[src/rtl/zx81_kb_pkg.sv]
// Shared constants for the ZX81 keyboard matrix: set-2 scancodes, the matrix
// layout table and the compound-key identifiers.
package zx81_kb_pkg;

  localparam int unsigned ROWS                = 8;
  localparam int unsigned COLS                = 5;
  localparam int unsigned NUM_COMPOUND        = 6;
  localparam int unsigned RESET_PULSE_DEFAULT = 16;

  localparam logic [2:0] ROW_SHIFT = 3'd0;
  localparam logic [2:0] COL_SHIFT = 3'd0;
  localparam logic [2:0] ROW_ENTER = 3'd6;
  localparam logic [2:0] COL_ENTER = 3'd0;

  localparam logic [7:0] SC_LSHIFT  = 8'h12;
  localparam logic [7:0] SC_RSHIFT  = 8'h59;
  localparam logic [7:0] SC_ENTER   = 8'h5A;
  localparam logic [7:0] SC_BKSP    = 8'h66;
  localparam logic [7:0] SC_COMMA   = 8'h41;
  localparam logic [7:0] SC_F12     = 8'h07;
  localparam logic [7:0] SC_E_LEFT  = 8'h6B;
  localparam logic [7:0] SC_E_DOWN  = 8'h72;
  localparam logic [7:0] SC_E_UP    = 8'h75;
  localparam logic [7:0] SC_E_RIGHT = 8'h74;

  typedef enum logic [2:0] {
    CMP_BKSP, CMP_LEFT, CMP_DOWN, CMP_UP, CMP_RIGHT, CMP_COMMA
  } compound_e;

  // Non-extended scancode at matrix position row*COLS+col (entry 0 is left SHIFT).
  localparam logic [7:0] KEY_CODE [ROWS*COLS] = '{
    8'h12, 8'h1A, 8'h22, 8'h21, 8'h2A,
    8'h1C, 8'h1B, 8'h23, 8'h2B, 8'h34,
    8'h15, 8'h1D, 8'h24, 8'h2D, 8'h2C,
    8'h16, 8'h1E, 8'h26, 8'h25, 8'h2E,
    8'h45, 8'h46, 8'h3E, 8'h3D, 8'h36,
    8'h4D, 8'h44, 8'h43, 8'h3C, 8'h35,
    8'h5A, 8'h4B, 8'h42, 8'h3B, 8'h33,
    8'h29, 8'h49, 8'h3A, 8'h31, 8'h32
  };

  // Base key {row, col} that a compound presses alongside SHIFT.
  function automatic logic [5:0] compound_base(input compound_e id);
    case (id)
      CMP_BKSP:  return {3'd4, 3'd0};
      CMP_LEFT:  return {3'd3, 3'd4};
      CMP_DOWN:  return {3'd4, 3'd4};
      CMP_UP:    return {3'd4, 3'd3};
      CMP_RIGHT: return {3'd4, 3'd2};
      CMP_COMMA: return {3'd7, 3'd1};
      default:   return {3'd4, 3'd0};
    endcase
  endfunction

endpackage

[src/rtl/zx81_keymatrix_if.sv]
// Keyboard-side bus: PS/2 event word in, Z80 row select in, column data and
// status out.
interface zx81_keymatrix_if;
  logic [10:0] ps2_key;
  logic [7:0]  addr_hi;
  logic [4:0]  kb_cols;
  logic        key_event;
  logic        host_reset;

  modport master (output ps2_key, addr_hi, input kb_cols, key_event, host_reset);
  modport slave  (input ps2_key, addr_hi, output kb_cols, key_event, host_reset);
endinterface

[src/rtl/zx81_scancode_decode.sv]
// Combinational set-2 scancode classifier for the ZX81 matrix.
module zx81_scancode_decode
  import zx81_kb_pkg::*;
(
  input  logic       ext_i,
  input  logic [7:0] code_i,
  output logic       valid_o,
  output logic       is_shift_o,
  output logic       is_compound_o,
  output compound_e  compound_id_o,
  output logic [2:0] row_o,
  output logic [2:0] col_o,
  output logic       is_f12_o
);

  always_comb begin
    valid_o       = 1'b0;
    is_shift_o    = 1'b0;
    is_compound_o = 1'b0;
    compound_id_o = CMP_BKSP;
    row_o         = '0;
    col_o         = '0;
    is_f12_o      = 1'b0;
    if (!ext_i) begin
      for (int unsigned i = 0; i < ROWS*COLS; i++) begin
        if (code_i == KEY_CODE[i]) begin
          valid_o = 1'b1;
          row_o   = 3'(i / COLS);
          col_o   = 3'(i % COLS);
        end
      end
      case (code_i)
        SC_LSHIFT, SC_RSHIFT: begin
          valid_o    = 1'b1;
          is_shift_o = 1'b1;
          row_o      = ROW_SHIFT;
          col_o      = COL_SHIFT;
        end
        SC_BKSP:  begin valid_o = 1'b1; is_compound_o = 1'b1; compound_id_o = CMP_BKSP;  end
        SC_COMMA: begin valid_o = 1'b1; is_compound_o = 1'b1; compound_id_o = CMP_COMMA; end
        SC_F12:   begin valid_o = 1'b1; is_f12_o = 1'b1; end
        default: ;
      endcase
    end else begin
      case (code_i)
        SC_ENTER:   begin valid_o = 1'b1; row_o = ROW_ENTER; col_o = COL_ENTER; end
        SC_E_LEFT:  begin valid_o = 1'b1; is_compound_o = 1'b1; compound_id_o = CMP_LEFT;  end
        SC_E_DOWN:  begin valid_o = 1'b1; is_compound_o = 1'b1; compound_id_o = CMP_DOWN;  end
        SC_E_UP:    begin valid_o = 1'b1; is_compound_o = 1'b1; compound_id_o = CMP_UP;    end
        SC_E_RIGHT: begin valid_o = 1'b1; is_compound_o = 1'b1; compound_id_o = CMP_RIGHT; end
        default: ;
      endcase
    end
  end

endmodule

[src/rtl/zx81_keymatrix.sv]
// ZX81 8x5 key matrix fed by toggle-strobed PS/2 events, with compound keys
// and an F12 host-reset pulse.
module zx81_keymatrix
  import zx81_kb_pkg::*;
#(
  parameter bit          ENABLE_COMPOUND    = 1'b1,
  parameter int unsigned RESET_PULSE_CYCLES = RESET_PULSE_DEFAULT
) (
  input  logic             clk_sys,
  input  logic             rst_n,
  zx81_keymatrix_if.slave  bus
);

  logic [ROWS-1:0][COLS-1:0] phys_q, phys_d, pressed;
  logic [NUM_COMPOUND-1:0]   comp_q, comp_d;
  logic                      lshift_q, lshift_d, rshift_q, rshift_d;
  logic                      key_event_q, key_event_d;
  logic [7:0]                pulse_q, pulse_d;
  logic                      primed_q, last_toggle_q;
  logic [COLS-1:0]           sel_or;

  logic       dec_valid, dec_shift, dec_compound, dec_f12, evt, recog, make;
  compound_e  dec_cid;
  logic [2:0] dec_row, dec_col;

  zx81_scancode_decode u_decode (
    .ext_i         (bus.ps2_key[8]),
    .code_i        (bus.ps2_key[7:0]),
    .valid_o       (dec_valid),
    .is_shift_o    (dec_shift),
    .is_compound_o (dec_compound),
    .compound_id_o (dec_cid),
    .row_o         (dec_row),
    .col_o         (dec_col),
    .is_f12_o      (dec_f12)
  );

  assign evt   = primed_q && (bus.ps2_key[10] != last_toggle_q);
  assign make  = bus.ps2_key[9];
  assign recog = dec_valid && (!dec_compound || ENABLE_COMPOUND);

  always_comb begin
    phys_d      = phys_q;
    comp_d      = comp_q;
    lshift_d    = lshift_q;
    rshift_d    = rshift_q;
    key_event_d = 1'b0;
    pulse_d     = (pulse_q != '0) ? pulse_q - 8'd1 : '0;
    if (evt && recog) begin
      key_event_d = 1'b1;
      if (dec_f12) begin
        if (make) pulse_d = 8'(RESET_PULSE_CYCLES);
      end else if (dec_shift) begin
        if (bus.ps2_key[7:0] == SC_RSHIFT) rshift_d = make;
        else                               lshift_d = make;
      end else if (dec_compound) begin
        comp_d[dec_cid] = make;
      end else begin
        phys_d[dec_row][dec_col] = make;
      end
    end
  end

  // Physical and compound sources are kept apart so each release only drops its own contribution.
  always_comb begin
    logic [5:0] base;
    base    = '0;
    pressed = phys_q;
    pressed[ROW_SHIFT][COL_SHIFT] = lshift_q | rshift_q | (|comp_q);
    for (int unsigned i = 0; i < NUM_COMPOUND; i++) begin
      base = compound_base(compound_e'(3'(i)));
      if (comp_q[i]) pressed[base[5:3]][base[2:0]] = 1'b1;
    end
  end

  always_comb begin
    sel_or = '0;
    for (int unsigned r = 0; r < ROWS; r++) begin
      if (!bus.addr_hi[r]) sel_or = sel_or | pressed[r];
    end
  end

  assign bus.kb_cols    = ~sel_or;
  assign bus.key_event  = key_event_q;
  assign bus.host_reset = (pulse_q != '0);

  always_ff @(posedge clk_sys or negedge rst_n) begin
    if (!rst_n) begin
      phys_q        <= '0;
      comp_q        <= '0;
      lshift_q      <= 1'b0;
      rshift_q      <= 1'b0;
      key_event_q   <= 1'b0;
      pulse_q       <= '0;
      primed_q      <= 1'b0;
      last_toggle_q <= 1'b0;
    end else begin
      phys_q        <= phys_d;
      comp_q        <= comp_d;
      lshift_q      <= lshift_d;
      rshift_q      <= rshift_d;
      key_event_q   <= key_event_d;
      pulse_q       <= pulse_d;
      primed_q      <= 1'b1;
      last_toggle_q <= bus.ps2_key[10];
    end
  end

endmodule

[src/flat_wrapper.sv]
// flat-port wrapper written by rule: the top's interface ports become plain ports
module zx81_keymatrix_flat import zx81_kb_pkg::*;
#(
  parameter bit          ENABLE_COMPOUND    = 1'b1,
  parameter int unsigned RESET_PULSE_CYCLES = RESET_PULSE_DEFAULT
)
  (clk_sys, rst_n, bus_ps2_key, bus_addr_hi, bus_kb_cols, bus_key_event, bus_host_reset);
  zx81_keymatrix_if bus_i ();
  input  logic clk_sys;
  input  logic rst_n;
  input wire logic [$bits(bus_i.ps2_key)-1:0] bus_ps2_key;
  input wire logic [$bits(bus_i.addr_hi)-1:0] bus_addr_hi;
  output wire logic [$bits(bus_i.kb_cols)-1:0] bus_kb_cols;
  output wire logic [$bits(bus_i.key_event)-1:0] bus_key_event;
  output wire logic [$bits(bus_i.host_reset)-1:0] bus_host_reset;
  assign bus_i.ps2_key = bus_ps2_key;
  assign bus_i.addr_hi = bus_addr_hi;
  assign bus_kb_cols = bus_i.kb_cols;
  assign bus_key_event = bus_i.key_event;
  assign bus_host_reset = bus_i.host_reset;
  zx81_keymatrix #(.ENABLE_COMPOUND(ENABLE_COMPOUND), .RESET_PULSE_CYCLES(RESET_PULSE_CYCLES)) u_core (.clk_sys(clk_sys), .rst_n(rst_n), .bus(bus_i));
endmodule
[config.mk]
export PLATFORM = sky130hd
export DESIGN_NAME = zx81_keymatrix_flat
export DESIGN_NICKNAME = d
export VERILOG_FILES = /design/src/rtl/zx81_kb_pkg.sv /design/src/rtl/zx81_keymatrix_if.sv /design/src/rtl/zx81_scancode_decode.sv /design/src/rtl/zx81_keymatrix.sv /design/src/flat_wrapper.sv
export SDC_FILE = /design/constraint.sdc
export NUM_CORES = 1
export LEC_CHECK = 0
export ABC_CLOCK_PERIOD_IN_PS = 1970
export CORE_ASPECT_RATIO = 0.7
export CORE_MARGIN = 2
export CORE_UTILIZATION = 59
export DETAILED_ROUTE_END_ITERATION = 16
export PLACE_DENSITY = 0.83
export SYNTH_ARGS = -nofsm -noshare
export SYNTH_HDL_FRONTEND = slang
export SYNTH_SLANG_ARGS = --single-unit
export TNS_END_PERCENT = 50
[constraint.sdc]
create_clock -name clk_sys -period 1.97 [get_ports clk_sys]
set_input_delay 0.4925 -clock clk_sys [delete_from_list [all_inputs] [get_ports clk_sys]]
set_output_delay 0.4925 -clock clk_sys [all_outputs]
set_load 0.005 [all_outputs]
==> results of run 1 <==
## per-stage QoR
stage	setup WS [ns]	hold WS [ns]	area [um^2]	TNS [ns]	cells
4_1_cts	-0.672	0.147	5890	-32.84	623
3_5_place_dp	-1.48	0.497	4990	-76.48	589
3_3_place_gp	-1.34	0.490	4990	-72.63	589
2_1_floorplan	-0.675	0.197	3980	-29.13	409
## cell usage after synthesis (all sizes together), types with 3 or more instances
master / instances
a22oi: 3
a22o: 5
o31ai: 3
xor2: 4
nor4: 7
mux2i: 3
nand3b: 3
nand4: 7
nor4b: 6
a221oi: 6
nor2b: 5
xnor2: 4
o2111ai: 3
and3: 3
o211a: 4
nand2b: 8
o21ai: 7
nand3: 17
nand4b: 3
and2: 4
a21oi: 9
nor3: 18
nor3b: 7
nand2: 20
buf: 17
nor2: 57
mux2: 47
or4b: 6
and3b: 3
dfrtp: 58
clkbuf: 11
inv: 15
a222oi: 3
## kinds of logic after synthesis
| family | after synthesis | share of synthesized area |
|---|---|---|
| AO/OA/AOI/OAI | 63 | 0.136 |
| XOR/XNOR | 8 | 0.0181 |
| adder cells (fa/ha/maj) | 1 | 0.00323 |
| buffers and inverters | 43 | 0.0505 |
| flip-flops | 58 | 0.375 |
| multiplexers | 50 | 0.145 |
| other | 1 | 0.000970 |
| AND/OR/NAND/NOR | 185 | 0.271 |
## timing repair
item,4_1_cts
gates resized for setup,182
cloned,1
setup buffers,18
pin swaps,42
setup endpoints to repair,62
## routing by layer
layer	global-route usage	overflow
met1	0.877	3
met2	1.04	122
met3	0.805	9
met4	1.02	105
met5	0.448	2
==> results.cfg, run 1 <==
[floorplan]
io_pins = 28
die_h_um = 71.7
die_w_um = 101
start_util = 0.616
num_rows = 24

[timing]
postGrtWorstEndpoint = u_core.phys_q[5]$_DFFE_PN0P_/D
worst_endpoint_kind = register input

[yosys]
yosysUniqueCellTypes = 68
yosys.area.top_type_share = 0.375
synth_area_um2 = 3870
ys_ff_latch = 58
avgSynthCellArea_um2 = 9.46
synth_top_flop_cell = dfrtp_1
synthTopCellsByArea = dfrtp_1 38%, mux2_2 14%, nor2_1 5.5%
async_flop_share = 1.00
synth-edff-count = 0
yosysWarnings = 0
synthesis.nets = 431
ys_seq_area_frac = 0.375
synth_cells = 409
synth_top_cell_by_area = dfrtp_1

[clocking]
clk_path_buf_depth = 2
cts.root.buffer_cell = clkbuf_8
cts-htree-levels = 3
cts.sinks = 58
numCtsBuffers = 9
holdBufCountCts = 0

[place]
place_hpwl_mm = 9.13
gp_congestion = 0.968
port-buffer-count = 27

[status]
outcome = did not finish
stop_error = [ERROR GRT-0232] Routing congestion too high. Check the congestion heatmap in the GUI.
haltStage = global routing (5_1_grt)

[global_routing]
track_usage = 0.915
overflow = 241
grt_max_degree = 59
==> run 2, diff against run 1 <==
Settings changed: CORE_ASPECT_RATIO 0.7 to unset, CORE_UTILIZATION 59 to 40, PLACE_DENSITY 0.83 to unset, PLACE_DENSITY_LB_ADDON set to 0.15.
==> run 2 against run 1 <==
- the flow now finishes, with violations (negative setup slack)
- synthesized cell count did not move
- synthesized area unchanged
==> results.cfg, run 2 <==
[yosys]
synth_common_cells = 58 x dfrtp_1, 57 x nor2_1, 47 x mux2_2, 20 x nand2_1, 18 x nor3_1
avgSynthCellArea_um2 = 9.46
yosysMostFrequentCell = dfrtp_1
yosysWarnings = 0
ys_seq_area_frac = 0.375
synthesis.nets = 431
yosysUniqueCellTypes = 68
yosys.area.top_type_share = 0.375
synth_top_cell_by_area = dfrtp_1
synth_top_flop_cell = dfrtp_1
synth-edff-count = 0
synthTopCellsByArea = dfrtp_1 38%, mux2_2 14%, nor2_1 5.5%
synth_cells = 409
async_flop_share = 1.00
ys_ff_latch = 58
synth_area_um2 = 3870

[layout]
largest_register = u_core.phys_q
largest_reg_flops = 39
nets = 582
drive_gt1_frac = 0.616
diodes = 0
largestRegisters = u_core.phys_q x39, u_core.pulse_q x8, u_core.comp_q x6
utilization = 0.680
final_common_cell = buf_4
final_area_um2 = 6340
layout_common_cells = 113 x buf_4, 58 x dfrtp_1, 26 x nor2_1, 26 x buf_6, 24 x mux2_2
fin_cells = 694
areaGrowthSynthToFinish_pct = 64.0

[routing]
drt_iter0_markers = 243
viasPerCell = 5.64
wl_mm = 13.2
drtAntennaViolNets = 0
drtPass1Iterations = 7
post-route-drc-count = 0
avgRoutedWirePerCell_um = 19.0
via_count = 3917

[timing]
period_share = 1.27
drv_slew = 0
fin_ws_ns = -0.539
whs_ns = 0.147
clock.fmax_mhz = 399
skew_ns = 0.00783
period_needed_ns = 2.51
setup_violations = 61
rsz0062_at_grt = yes
hold_violations = 0

[place]
place_area_um2 = 5130
dp.cells = 648
port-buffer-count = 27
gp_congestion = 0.926
place_hpwl_mm = 8.57

[setup_path]
crit_type = in2reg
crit_path_end_kind = flip-flop
arrival_ns = 2.74
worstPathMaxFanout = 7
worstPathRequired_ns = 2.20
start_kind = primary input

[pwr]
max-vdd-ir-drop_mv = 0.493
leakage_uw = 0.00274
p_per_area_nw_per_um2 = 576
p_total_uw = 3660

[clocking]
cts-htree-levels = 3
numCtsBuffers = 9
holdBufCountCts = 0
cts.sinks = 58
cts.root.buffer_cell = clkbuf_8
cts.reportedPaths.clkPinSlew_ns = 0.07
clk_path_buf_depth = 2
cts_tree = built
clk-insertion-delay-late_ns = 0.34

[global_routing]
antenna_found_initial = 0
grt_max_degree = 59
overflow = 0
first_global_vias = 3953
grt_pass1_wl_mm = 20.5
track_usage = 0.257

[status]
outcome = finished, violations left
violations = negative setup slack

[min_path]
hp-class = in2async

[flow_run]
cap_viol_max_count = 0

[floorplan]
num_rows = 35
io_pins = 28
die_w_um = 102
die_area_um2 = 10500
start_util = 0.415
core_area_um2 = 9330
die_h_um = 102
==> run 2: cell counts after synthesis <==
Identical to the previous run, type by type.
==> run 2: metrics by stage <==
step	setup WS [ns]	setup TNS [ns]
2_1_floorplan	-0.675	-29.13
3_3_place_gp	-1.55	-75.45
3_5_place_dp	-1.56	-75.96
4_1_cts	-0.541	-23.34
5_1_grt	-0.572	-26.19
6_report	-0.539	-22.93
==> run 2: cells by family after synthesis <==
group	share of synthesized area
flip-flops	0.375
AO/OA/AOI/OAI	0.136
adder cells (fa/ha/maj)	0.00323
multiplexers	0.145
AND/OR/NAND/NOR	0.271
XOR/XNOR	0.0181
buffers and inverters	0.0505
other	0.000970
==> run 2: power by group <==
group | total (uW) | internal (uW) | switching, uW | leakage, uW
logic | 903 | 467 | 437 | 0.00183
clock network | 1400 | 910 | 491 | 0.000123
registers | 1350 | 1280 | 71.7 | 0.000780
total | 3660 | 2660 | 999 | 0.00274
==> run 2: routing by layer <==
| layer | up-vias | global-route usage | wire (um) |
|---|---|---|---|
| met2 | 131 | 0.421 | 6320 |
| li1 | 1820 | - | - |
| met4 | 0 | 0.0636 | 281 |
| met3 | 36 | 0.0499 | 712 |
| met5 | - | 0 | 0 |
| met1 | 1930 | 0.351 | 5860 |
==> run 2: path summary, 6_finish.rpt <==
path | slack [ns] | cells past startpoint | endpoint | start
worst max-delay path | -0.54 | 9 | u_core.phys_q[6] | bus_ps2_key[6]
worst min-delay path | 0.15 | 2 | u_core.pulse_q[5] | rst_n
worst max register to register | 0.11 | 6 | u_core.phys_q[19] | u_core.last_toggle_q
worst min register to register | 0.51 | 1 | u_core.phys_q[23] | u_core.phys_q[23]
max in group asynchronous | 1.56 | 2 | u_core.last_toggle_q | rst_n
min in group clk_sys | 0.51 | 1 | u_core.phys_q[23] | u_core.phys_q[23]
==> run 2: worst max-delay path, stage by stage <==
cell	delay [ns]
buf_8	0.10
or4b_4	0.54
a2111oi_4	0.43
nor3_2	0.10
or4b_4	0.22
nand4_1	0.11
buf_6	0.18
nor3_2	0.19
mux2_2	0.37
==> run 2: area by class of cell <==
cell class              instances  area (um^2)
fillers                       685         2980
multi-input cells             308         2970
flip-flops and latches         58         1450
repair buffers                168         1450
well taps                     129          161
clock buffers                  12          155
clock inverters                 4         97.6
inverters                      15         60.1
==> run 2: timing repair <==
action,4_1_cts,5_1_grt
endpoints found under the setup margin,62,62
setup buffers,23,7
resized for setup,197,76
gates cloned,0,0
pin swaps,50,32
Power figures use the tool's default switching activity.
